File: config.mk
export PLATFORM = sky130hd
export DESIGN_NAME = cpu6_memarb
export DESIGN_NICKNAME = d
export VERILOG_FILES = /design/src/rtl/cpu6_memarb.sv
export SDC_FILE = /design/constraint.sdc
export NUM_CORES = 1
export LEC_CHECK = 0
export ABC_CLOCK_PERIOD_IN_PS = 4650
export CORE_AREA = 2 2 105 107
export CTS_BUF_LIST = sky130_fd_sc_hd__clkbuf_4 sky130_fd_sc_hd__clkbuf_8
export CTS_CLUSTER_DIAMETER = 30
export DETAILED_ROUTE_END_ITERATION = 7
export DIE_AREA = 0 0 107 109
export PLACE_DENSITY = 0.81
export SYNTH_ARGS = -nofsm -noshare
export SYNTH_HDL_FRONTEND = slang
export SYNTH_SLANG_ARGS = --single-unit
File: constraint.sdc
create_clock -name clk -period 4.65 [get_ports clk]
set_input_delay 0.93 -clock clk [delete_from_list [all_inputs] [get_ports clk]]
set_output_delay 0.93 -clock clk [all_outputs]
set_load 0.03 [all_outputs]
File: src/rtl/cpu6_memarb.sv
// Shares one memory bus between fetch and load/store. Data wins by default, but a starvation guard lets fetch through.
// mem_req rises one cycle after the grant. The valid pulse comes with mem_ack. The next arbitration is in the following IDLE cycle.
module cpu6_memarb #(
  parameter int XLEN       = 32,
  parameter int STARVE_MAX = 4
) (
  input  logic            clk,
  input  logic            reset,
  input  logic            if_req,
  input  logic [XLEN-1:0] if_addr,
  input  logic            if_kill,
  output logic            if_valid,
  output logic [XLEN-1:0] if_rdata,
  input  logic            ls_req,
  input  logic            ls_we,
  input  logic [XLEN-1:0] ls_addr,
  input  logic [XLEN-1:0] ls_wdata,
  output logic            ls_valid,
  output logic [XLEN-1:0] ls_rdata,
  output logic            mem_req,
  output logic            mem_we,
  output logic [XLEN-1:0] mem_addr,
  output logic [XLEN-1:0] mem_wdata,
  input  logic [XLEN-1:0] mem_rdata,
  input  logic            mem_ack
);

  typedef enum logic [1:0] {IDLE, BUSY_I, BUSY_D} state_t;

  localparam logic [3:0] STARVE_LIM = 4'(STARVE_MAX);

  state_t     state;
  logic [3:0] starve_cnt;
  logic       kill_pend;
  logic       starved;
  logic       grant_d;
  logic       grant_i;

  // Fetch has waited long enough, so it takes precedence over data this time.
  assign starved = if_req && (starve_cnt == STARVE_LIM);
  assign grant_d = ls_req && !starved;
  assign grant_i = !grant_d && if_req && !if_kill;

  always_ff @(posedge clk) begin
    if (reset) begin
      state      <= IDLE;
      starve_cnt <= 4'd0;
      kill_pend  <= 1'b0;
      mem_req    <= 1'b0;
      mem_we     <= 1'b0;
      mem_addr   <= '0;
      mem_wdata  <= '0;
    end else begin
      case (state)
        IDLE: begin
          if (!if_req) begin
            starve_cnt <= 4'd0;
          end else if (grant_d && starve_cnt != STARVE_LIM) begin
            starve_cnt <= starve_cnt + 4'd1;
          end
          if (grant_d) begin
            state     <= BUSY_D;
            mem_req   <= 1'b1;
            mem_we    <= ls_we;
            mem_addr  <= ls_addr;
            mem_wdata <= ls_wdata;
          end else if (grant_i) begin
            state      <= BUSY_I;
            mem_req    <= 1'b1;
            mem_we     <= 1'b0;
            mem_addr   <= if_addr;
            starve_cnt <= 4'd0;
            kill_pend  <= 1'b0;
          end
        end
        BUSY_I: begin
          // The bus cycle cannot be aborted; a kill only hides its result.
          if (mem_ack) begin
            state     <= IDLE;
            mem_req   <= 1'b0;
            kill_pend <= 1'b0;
          end else if (if_kill) begin
            kill_pend <= 1'b1;
          end
        end
        BUSY_D: begin
          if (mem_ack) begin
            state   <= IDLE;
            mem_req <= 1'b0;
          end
        end
        default: begin
          state   <= IDLE;
          mem_req <= 1'b0;
        end
      endcase
    end
  end

  assign if_valid = (state == BUSY_I) && mem_ack && !kill_pend && !if_kill;
  assign ls_valid = (state == BUSY_D) && mem_ack;
  assign if_rdata = if_valid ? mem_rdata : '0;
  assign ls_rdata = ls_valid ? mem_rdata : '0;

endmodule

**After elaboration in Yosys (flattened, before gate mapping)**

Index checks and enable logic that the tools add are counted.

- Flip-flop bits (word level): 73
- Input bits: 135
- Output and inout bits: 132

- Add/subtract/negate cells: 1
- Equality and inequality tests: 9
- Multiplexer cells: 22
- Reductions and logical operators: 21

Operators with widths:

| operator | number |
|---|---|
| 32-bit 2-to-1 mux | 4 |
| 4-bit 2-to-1 mux | 4 |
| 1-bit logical AND | 9 |
| 1-bit 2-to-1 mux | 8 |
| 2-bit 2-to-1 mux | 3 |
| 3-bit inequality test (second input constant) | 2 |
| 2-bit AND reduction | 3 |
| 4-bit by 1-bit adder with 4-bit output (second input constant) | 1 |
| 4-bit by 3-bit equality test with 1-bit output (second input constant) | 1 |
| 1-bit zero test | 4 |
| 2-bit inequality test (second input constant) | 2 |
| 4-bit by 3-bit inequality test with 1-bit output (second input constant) | 1 |
| 1-bit one-hot mux with 2 select lines | 2 |
| 2-bit one-hot mux with 2 select lines | 1 |
| 4-bit AND reduction | 1 |
| 2-bit nonzero test | 2 |
| 2-bit by 1-bit equality test with 1-bit output (second input constant) | 1 |
| 2-bit equality test (second input constant) | 1 |
| 2-bit zero test | 1 |
| 2-bit by 1-bit inequality test with 1-bit output (second input constant) | 1 |
| 2-bit OR reduction | 1 |

**Longest topological paths before layout**

- Depth after elaboration: 10
- Gate-level depth with buffers: 8
- Depth with buffers taken out: 6

**Worst setup path after synthesis**

No wires, ideal clock.

- Kind: input to output
- Start point: in mem_ack
- End point: out if_rdata[22]
- Arrival: 2103 ps
- Setup slack: 1617 ps
- Cell stages on the path: 4
- Buffers on the path: 1
- Path through: nand2_1 -> nor3_1 -> clkbuf_1 -> and2_1

- Cells in the longest elaborated chain, start to end: 4

Ends and longest elaborated chain:

| item | RTL line | RTL |
|---|---|---|
| from (decl) | 25 | `input logic mem_ack` |
| 1-bit logical AND (3 in a row) | 100 | `assign if_valid = (state == BUSY_I) && mem_ack && !kill_pend && !if_kill;` |
| net if_valid | 12 | `output logic if_valid,` |
| 32-bit 2-to-1 mux | 102 | `assign if_rdata = if_valid ? mem_rdata : '0;` |
| to (decl) | 13 | `output logic [XLEN-1:0] if_rdata,` |

The timed path passes the listed nets, and every way through them passes these cells.

**Worst setup path after layout**

- Start point: in mem_ack
- End point: out if_rdata[16]

- Cells in the longest elaborated chain, start to end: 4

Ends and longest elaborated chain:

| item | RTL line |
|---|---|
| 1-bit logical AND (3 in a row) | 100 |
| 32-bit 2-to-1 mux | 102 |

No other way between the ends.

==> run summary <==
Vias in the first global route - 4120
Post-CTS resize count - 0
Row cnt - 38
Clock sink count - 73
P_int - 1.327 mW
Psw - 0.6485 mW
Final Critical Period - 3703 ps
Largest net degree at the start of global routing - 69
Die height - 109 µm
Static Leak - 2.536 nW
Mapped Nets - 610
Layout cells sized above 1 - 8.799%
Post-CTS Setup Repair Bufs - 0
Worst-Skew Late Latency - 340 ps
CP Capture Type - primary output
Sequential fraction of the synthesis area - 38.77%
Area growth, synth to finish - 77.63%
HP Class - flop to flop
Main synth FF type - dfxtp_1
Ports - 267
Setup_tns - 0 ps
Worst ir drop on vdd - 0.1816 mV
Mapped Area - 0.003770 mm²
Clock slew at reported path FFs - 70 ps
Final design utilization - 63.16%
Port Buffers - 266
Vias per cell - 5.085
Post-cts hold buffer count - 0
CTS tree - done
Final GP Congestion - 0.8145
Root Buffer - clkbuf_8
FMAX - 0.2700 GHz
CP Max Fanout - 33
Deepest clock path buffer count - 2
Max Slew Vio Count - 0
Setup CP Type - primary input to primary output
PD cells - 295.0 mW/mm²
HPWL after DPL - 9.940 mm
Clock network power share - 28.8%
Core area - 0.01060 mm²
Initial Util - 35.56%
Die footprint - 0.01166 mm²
Fin. Hold Viols - 0
Post-synth cell types - 33
Critical path data required time - 3720 ps
Global-route wire length before repair - 20.62 mm
Startpoint Class - primary input
Antenna-violating nets left - 0
Period utilisation layout - 79.64%
Drt wl/cell - 15.83 µm
Syn. warnings - 0
Placed cell count - 840
DR DRC count - 0
TritonCTS buffer count - 9
Clock H-tree levels - 3
Syn Inst Count - 470
Die width - 107 µm
Asr flop ratio synth - 0%
Arrival @ worst endpoint - 2770 ps
Non-filler cells, final - 856
Sequential cell fraction of total power - 36.4%
Comb power frac - 34.8%
RSZ-0062 raised after global routing - false
Initial antenna violation count - 0
Post-synth EDFFs - 0
Slew headroom - 19.62%
Final wirelength - 13.55 mm
Ant. Diodes - 0
Clock skew - 7.797 ps
GR Util All Layers - 21.91%
Final Setup Violations - 0
FF+latch count, synth - 73
Final #Nets - 851
Status - completed
Vias - 4353
Switching share of power - 32.83%
Max cap viols - 0
Initial DRT Pass Iterations - 4
Avg Inst Size Synth - 8.021 µm²
Grt ovf - 0
Initial DRC count - 292
Worst Tran Pin Value - 1206 ps
## cell usage in the layout, fill, tap and decap left out, types with 6 or more instances in the layout
cell type and count:
clkdlybuf4s50_1 265, dfxtp_1 73, nand2_1 69, nor2_1 69, a21oi_1 42, nor3_1 35, and2_1 33, and3_1 32
a2111oi_2 29, clkbuf_8 10, buf_4 7, inv_1 6
## cell families (layout without fill, tap and decap cells)
logic type / Yosys count / count (layout) / share of synthesized area [%]
AOI/OAI and AO/OA: 87 / 87 / 20.88
and+or+nand+nor: 254 / 254 / 32.39
DFF: 73 / 73 / 38.77
buffers and inverters: 51 / 297 / 6.306
adders and majority gates: 5 / 5 / 1.659
## critical path, stage by stage
cell             delay [ps]
clkdlybuf4s50_1         510
nand2_1                  90
nor3_2                  110
buf_4                   280
and2_1                  180
clkdlybuf4s50_1         680
## state kept, by name (all words and copies together), names as in the netlist
register,flops
kill_pend,1
mem_addr,32
mem_req,1
mem_wdata,32
mem_we,1
starve_cnt,4
state,2
## synthesized netlist by cell type (3+ instances only)
cell type	instances	area (µm²)
clkbuf_1	20	75.07
inv_1	6	22.52
nor3_1	36	180.2
and2_1	33	206.5
buf_4	8	60.06
buf_2	13	65.06
a2111oi_1	3	30.03
ha_1	5	62.56
a2111oi_2	29	435.4
and3_1	32	200.2
nand2_1	69	259.0
dfxtp_1	73	1461
nor2_1	69	259.0
a21oi_1	42	210.2
a31oi_1	4	25.02
o21ai_0	3	15.01
## worst paths after layout
| check | startpoint | end | slack (ps) | depth (start not counted) |
|---|---|---|---|---|
| worst max-delay path | mem_ack | if_rdata[16] | 950 | 6 |
| worst min-delay path | mem_wdata[4] | mem_wdata[4] | 460 | 2 |
| worst max register to register | state[0] | mem_addr[28] | 1700 | 7 |
| worst min register to register | mem_wdata[4] | mem_wdata[4] | 460 | 2 |
## metrics by stage
step / cell area (µm²) / worst slack [ps] / hold WS, ps / power, mW
6_report: 6696 / 946.5 / 455.7 / 1.975
4_1_cts: 6696 / 958.0 / 455.5 / 1.997
3_3_place_gp: 6467 / 1020 / 441.6 / 1.404
3_5_place_dp: 6467 / 958.9 / 445.7 / 1.419
2_1_floorplan: 3770 / 1617 / 447.7 / 1.111
5_1_grt: 6696 / 820.3 / 482.8 / 2.073
## area by class of cell
class / count / area [µm²]
Multi-Input combinational cell: 346 / 2091
Tap cell: 140 / 175.2
Clock inverter: 4 / 76.32
Clock buffer: 12 / 152.6
Sequential cell: 73 / 1461
Inverter: 8 / 30.03
Timing Repair Buffer: 273 / 2710
Fill cell: 904 / 3906
## routing by layer
layer / share of wire, % / GRT usage (%) / up-vias
li1: - / - / 2114
met1: 43 / 27.83 / 2047
met2: 48 / 36.12 / 178
met3: 7.9 / 6.814 / 14
met4: 1.3 / 5.937 / 0
met5: 0 / 0 / -
## power by group through the flow
stage	Combinational, mW	Clock (mW)	Sequential (mW)
2_1_floorplan	0.268	0	0.843
5_1_grt	0.735	0.613	0.725
3_5_place_dp	0.687	0	0.732
4_1_cts	0.690	0.589	0.718
3_3_place_gp	0.676	0	0.727
6_report	0.688	0.569	0.718
Note: power is estimated with default switching activity, not from simulation.
